--- config.mk ---
export PLATFORM = sky130hd
export DESIGN_NAME = register_file_mc
export DESIGN_NICKNAME = d
export VERILOG_FILES = /design/src/rtl/regfile_pkg.sv /design/src/rtl/regfile_read_port.sv /design/src/rtl/register_file_mc.sv
export SDC_FILE = /design/constraint.sdc
export NUM_CORES = 1
export LEC_CHECK = 0
export ABC_AREA = 0
export CORE_ASPECT_RATIO = 0.8
export CORE_MARGIN = 2
export CORE_UTILIZATION = 40
export DETAILED_ROUTE_END_ITERATION = 10
export DONT_BUFFER_PORTS = 1
export GPL_ROUTABILITY_DRIVEN = 0
export PLACE_DENSITY_LB_ADDON = 0.3
export SYNTH_ARGS = -nofsm -noshare
export SYNTH_HDL_FRONTEND = slang
export SYNTH_SLANG_ARGS = --single-unit
--- constraint.sdc ---
create_clock -name axil_aclk -period 16.3 [get_ports axil_aclk]
set_input_delay 3.26 -clock axil_aclk [delete_from_list [all_inputs] [get_ports axil_aclk]]
set_output_delay 3.26 -clock axil_aclk [all_outputs]
set_load 0.02 [all_outputs]
--- src/rtl/regfile_pkg.sv ---
// Shared definitions for the p2p plugin register file: a clog2 helper that
// never collapses to zero width, and the data returned for out-of-range reads.
package regfile_pkg;

   localparam logic ERR_DATA_BIT = 1'b0;

   function automatic int addr_width(input int entries);
      return (entries > 1) ? $clog2(entries) : 1;
   endfunction

endpackage

--- src/rtl/regfile_read_port.sv ---
// One registered read port: range-checked word select from the register array,
// a one-cycle valid pulse, and data held between requests.
module regfile_read_port
   import regfile_pkg::*;
#(
   parameter int ENTRIES    = 12,
   parameter int DATA_WIDTH = 32,
   parameter int AW         = 4
) (
   input  logic                              clk,
   input  logic                              rst_n,
   input  logic [ENTRIES-1:0][DATA_WIDTH-1:0] words,
   input  logic                              rd,
   input  logic [AW-1:0]                     addr,
   output logic [DATA_WIDTH-1:0]             dout,
   output logic                              rvalid
);

   logic [DATA_WIDTH-1:0] sel;

   // Addresses past ENTRIES match no word and fall through to the error value.
   always_comb begin
      sel = {DATA_WIDTH{ERR_DATA_BIT}};
      for (int i = 0; i < ENTRIES; i++)
         if (int'(addr) == i) sel = words[i];
   end

   always_ff @(posedge clk or negedge rst_n) begin
      if (!rst_n) begin
         dout   <= '0;
         rvalid <= 1'b0;
      end else begin
         rvalid <= rd;
         if (rd) dout <= sel;
      end
   end

endmodule

--- src/rtl/register_file_mc.sv ---
// Multi-client configuration register file with byte strobes and a read-only mask.
// Optional macro REGFILE_SHADOW_EN adds a shadow array and an atomic commit input.
module register_file_mc
   import regfile_pkg::*;
#(
   parameter int                  ENTRIES     = 12,
   parameter int                  DATA_WIDTH  = 32,
   parameter int                  NUM_CLIENTS = 2,
   parameter logic [ENTRIES-1:0]  RO_MASK     = '0,
   parameter logic [DATA_WIDTH-1:0] RESET_VALUE = '0,
   localparam int                 AW          = addr_width(ENTRIES)
) (
   input  logic                              axil_aclk,
   input  logic                              axil_aresetn,
`ifdef REGFILE_SHADOW_EN
   input  logic                              commit,
`endif
   input  logic                              sys_en,
   input  logic                              sys_we,
   input  logic [AW-1:0]                     sys_addr,
   input  logic [DATA_WIDTH/8-1:0]           sys_wstrb,
   input  logic [DATA_WIDTH-1:0]             sys_din,
   output logic [DATA_WIDTH-1:0]             sys_dout,
   output logic                              sys_rvalid,
   output logic                              sys_err,
   input  logic [NUM_CLIENTS-1:0]            cli_rd,
   input  logic [NUM_CLIENTS*AW-1:0]         cli_addr,
   output logic [NUM_CLIENTS*DATA_WIDTH-1:0] cli_dout,
   output logic [NUM_CLIENTS-1:0]            cli_rvalid,
   output logic [ENTRIES-1:0]                reg_updated
);

   logic [1:0] rst_sync;
   logic       rst_n;
   logic [ENTRIES-1:0][DATA_WIDTH-1:0] active;
   logic [ENTRIES-1:0][DATA_WIDTH-1:0] sys_view;
   logic [ENTRIES-1:0][DATA_WIDTH-1:0] wr_next;
   logic sys_in_range;
   logic sys_ro;
   logic wr_ok;
   logic sys_rd;

   // Reset asserts immediately but releases on a clock edge.
   always_ff @(posedge axil_aclk or negedge axil_aresetn) begin
      if (!axil_aresetn) rst_sync <= 2'b00;
      else               rst_sync <= {rst_sync[0], 1'b1};
   end
   assign rst_n = rst_sync[1];

   always_comb begin
      sys_in_range = 1'b0;
      sys_ro       = 1'b0;
      for (int i = 0; i < ENTRIES; i++)
         if (int'(sys_addr) == i) begin
            sys_in_range = 1'b1;
            sys_ro       = RO_MASK[i];
         end
   end

   assign wr_ok  = sys_en & sys_we & sys_in_range & ~sys_ro;
   assign sys_rd = sys_en & ~sys_we;

   always_comb begin
      wr_next = sys_view;
      for (int i = 0; i < ENTRIES; i++)
         if (wr_ok && int'(sys_addr) == i)
            for (int b = 0; b < DATA_WIDTH/8; b++)
               if (sys_wstrb[b]) wr_next[i][b*8 +: 8] = sys_din[b*8 +: 8];
   end

   always_ff @(posedge axil_aclk or negedge rst_n) begin
      if (!rst_n) sys_err <= 1'b0;
      else        sys_err <= sys_en & (~sys_in_range | (sys_we & sys_ro));
   end

`ifdef REGFILE_SHADOW_EN
   logic [ENTRIES-1:0][DATA_WIDTH-1:0] shadow;
   assign sys_view = shadow;

   // Commit copies the pre-edge shadow, so a same-cycle write waits for the next commit.
   always_ff @(posedge axil_aclk or negedge rst_n) begin
      if (!rst_n) begin
         shadow      <= {ENTRIES{RESET_VALUE}};
         active      <= {ENTRIES{RESET_VALUE}};
         reg_updated <= '0;
      end else begin
         shadow      <= wr_next;
         reg_updated <= '0;
         if (commit) begin
            active <= shadow;
            for (int i = 0; i < ENTRIES; i++)
               reg_updated[i] <= (shadow[i] != active[i]);
         end
      end
   end
`else
   assign sys_view = active;

   always_ff @(posedge axil_aclk or negedge rst_n) begin
      if (!rst_n) begin
         active      <= {ENTRIES{RESET_VALUE}};
         reg_updated <= '0;
      end else begin
         active <= wr_next;
         for (int i = 0; i < ENTRIES; i++)
            reg_updated[i] <= wr_ok && (|sys_wstrb) && (int'(sys_addr) == i);
      end
   end
`endif

   regfile_read_port #(
      .ENTRIES(ENTRIES), .DATA_WIDTH(DATA_WIDTH), .AW(AW)
   ) u_sys_port (
      .clk   (axil_aclk),
      .rst_n (rst_n),
      .words (sys_view),
      .rd    (sys_rd),
      .addr  (sys_addr),
      .dout  (sys_dout),
      .rvalid(sys_rvalid)
   );

   for (genvar k = 0; k < NUM_CLIENTS; k++) begin : g_cli
      regfile_read_port #(
         .ENTRIES(ENTRIES), .DATA_WIDTH(DATA_WIDTH), .AW(AW)
      ) u_cli_port (
         .clk   (axil_aclk),
         .rst_n (rst_n),
         .words (active),
         .rd    (cli_rd[k]),
         .addr  (cli_addr[k*AW +: AW]),
         .dout  (cli_dout[k*DATA_WIDTH +: DATA_WIDTH]),
         .rvalid(cli_rvalid[k])
      );
   end

endmodule

==> results list <==
* Result of the run: finished clean
- Pwr dens: 108.8 nW/um^2
- All-Layer GR Usage: 30.18%
* Synth-to-Final Area Change: 6.803%
* Final setup violation count: 0
- Averaged over all synthesized cells, the footprint is 11.01 um^2.
- Initial drt markers: 3330
* Number of buffers inserted by port buffering: 0
* Cell-by-cell trace of the critical path: nand2b_1 > nor2_2 > buf_4 > a2111oi_0 > nor3_1
- The path class of the tightest hold or removal check is flop to flop.
- Maximum vdd drop: 0.08523 mV
- After detailed placement, the total cell area comes to 29450 um^2.
- In this run the tightest slew margin relative to its limit is 12.60%.
- Entering global routing, the biggest net connects 200 pins.
- Number of global-route vias before repair: 23710
- Synthesis inferred 498 register bits.
- Share of layout cells above drive strength 1: 25.80%
- Global-route wire length before repair: 168000 um
- For the worst setup path, the data required time is 16.82 ns.
* Share of the core filled with cells: 43.26%
- Switching power: 0.9873 mW
- After detailed routing, the average wire length per cell comes to 33.28 um.
- Power, Total: 3.405 mW
- Leak Pwr: 13.32 nW
- The root buffer cell chosen for the clock tree is clkbuf_16.
- For this run, the post-layout net count is 2563.
- Counting flops with a built-in enable in the synthesized netlist gives 0.
- STA classifies the critical path startpoint as a primary input.
- During synthesis, Yosys emitted a total of 0 warnings.
- Highest cell delay on the worst timing path: 1.17 ns
* Final design instance area without fill: 31290 um^2
- The library cells used most frequently in the layout, excluding fill and tap cells, are dfrtp_1 (497), mux2_2 (420), o21ai_0 (176).
* Maximum number of buffers from clock root to sink: 3
- The worst path in the final design needs a cycle of 5.648 ns, including I/O delays and setup.
* CTS HTree Levels: 2
- After layout, the worst path uses 34.65% of the clock period.
- TritonCTS created 55 clock buffers.
- Dividing the detail-routed via count by the number of cells gives 6.943.
* Switch share: 29.00%
- At the pin with the least slew margin, the transition time is 1.310 ns.
- On the final layout, the worst clock skew is 0.02006 ns.
- In the final layout, the multi-input gates occupy 15530 um^2.
* Unrepaired setup endpoints after global routing: false
- Of all flip-flops after synthesis, the portion carrying an async set or reset was 100.0%.
- Sinks on Clock Net: 498
* Most common library cell in the layout ignoring fill and taps: dfrtp_1
- Sequential cells account for 47.3% of the total power.
- Start-to-end type of the worst setup path: primary input to flop
- P_int: 2.417 mW
* Mapped Nets: 2716
- Once detail routing completed, the nets flagged for antenna violations numbered 0.
- The share of total power dissipated in combinational logic is 14.5%.
- The number of antenna violations at the first check in global routing came to 2.
* Area enclosed by the die boundary: 75440 um^2
- From bottom edge to top edge, the die measures 246.1 um.
- Number of optimization iterations in the first detailed-route pass: 6
- STA classifies the critical path endpoint as a flop.
- Setup total negative slack on the finished layout was measured at 0 ns.
* Count of different cell masters after synthesis: 81
* Routed via count: 24270
- The wire-length estimate of the detail-placed layout is 68150 um.
- Leftover overflow at the end of global routing: 0
* Crit Path Max Fanout: 180
- In this run, post-CTS hold repair placed 0 buffers.
- Initial Util: 40.50%
- Per report_power, the clock group accounts for 38.2% of the total.
- Of the synthesized area, sequential elements account for 42.53%.
- Number of maximum-capacitance violations: 0
* Area taken by flip-flops and latches: 12470 um^2
* Post-CTS setup buffer count: 0
- Count of pins on the block boundary: 166
- Achievable frequency: 0.1771 GHz
- Synthesis handed over a netlist of 2662 instances.
* Mapped cell area: 29300 um^2
- Worst Path Arrival: 6.17 ns
* Die extent in x: 306.6 um
- After clock tree synthesis, the clock-pin slew on the worst setup and hold paths is 0.07 ns.
* Dominant register cell in the synthesized netlist: dfrtp_1
* Clock insertion delay at the later pin of the skew report: 0.63 ns
- Fillers: 6603
- Total routed wirelength: 116300 um
- The number of gates resized after CTS was 0.
- Site row count: 88
* TritonCTS clock tree: yes
* Pins over their slew limit: 0
* Library cell contributing the largest single delay on the critical path: nor2_2
* Hold Vio Cnt, Final: 0
* Core Area: 72340 um^2
* Drt drc: 0
[metrics by stage]
step | setup WS, ns | hold slack (ns) | cells
final | 10.65 | 0.3375 | 3496
after global routing | 10.84 | 0.3547 | 3495
after CTS | 10.97 | 0.3421 | 3495
after detailed placement | 10.34 | 0.3365 | 3397
after global placement | 10.41 | 0.3350 | 3397
after floorplan | 1.392 | 0.3312 | 2662
[critical path, delay by kind of cell]
| family | cells | cell delay (ns) |
|---|---|---|
| simple gates | 3 | 2.05 |
| compound gates | 1 | 0.17 |
| buf+inv | 1 | 0.49 |
[final cells by class]
type / instances / share of cell area, %
repair buffers: 31 / 0.7437
inverters: 11 / 0.1319
well taps: 945 / 3.778
diodes: 1 / 0.007997
flip-flops and latches: 498 / 39.84
clock buffers: 87 / 5.430
multi-input cells: 1912 / 49.63
clock inverters: 11 / 0.4398
[per-layer routing]
layer	wire length (um)	global-route usage, %
met5	40	0
met4	6628	15.73
met3	15160	10.69
met2	49220	43.85
met1	45280	39.51
[kinds of logic after synthesis]
family / after synthesis / synth area share, %
other cells: 1 / 0.01280
compound gates: 694 / 15.69
simple gates: 552 / 9.493
flops: 498 / 42.53
buf+inv: 252 / 4.535
mux: 665 / 27.74
[flip-flops by register name, summed over array words and instances (netlist names)]
name                     flops
reg_updated                 12
u_sys_port.rvalid            1
g_cli.u_cli_port.rvalid      2
active                     384
sys_err                      1
rst_sync                     2
u_sys_port.dout             32
g_cli.u_cli_port.dout       64
[power by group through the flow]
stage / Combinational (mW) / Sequential [mW] / Clock [mW]
after floorplan: 0.432 / 1.57 / 0
after global placement: 0.472 / 1.61 / 0
after detailed placement: 0.483 / 1.63 / 0
after CTS: 0.486 / 1.60 / 1.31
after global routing: 0.530 / 1.63 / 1.36
final: 0.494 / 1.61 / 1.30
[synth_stat cells, drive strengths merged (15+ instances only)]
cell     instances  area [um^2]
nand3           19        95.09
buf            121        835.8
and3            30        187.7
o211ai          29        217.7
dfrtp          498        12460
o21a            66        495.5
nor2b           37        231.5
nor2           158        668.2
a21oi           90        450.4
mux4            73         1667
mux2i          164         1642
a221o           15        150.1
o22ai          129        807.0
o221ai          46        402.9
nor3            85        455.4
mux2           428         4820
o21ai          176        880.8
a2111oi         23        227.7
nand2b          37        234.0
a31oi           34        212.7
nand2          147        564.3
clkbuf         120        451.7
[final timing paths]
kind | startpoint | to | slack (ns) | depth (start not counted)
max reg2reg | rst_sync[1] | g_cli[1].u_cli_port.dout[19] | 13.60 | 2
max | sys_addr[0] | u_sys_port.dout[27] | 10.65 | 5
min | rst_sync[0] | rst_sync[1] | 0.34 | 0
min in group asynchronous | rst_sync[1] | u_sys_port.dout[8] | 0.41 | 0
max in group asynchronous | rst_sync[1] | g_cli[1].u_cli_port.dout[19] | 13.60 | 2
min reg2reg | rst_sync[0] | rst_sync[1] | 0.34 | 0
No activity file was read; power rests on OpenSTA's default activity.
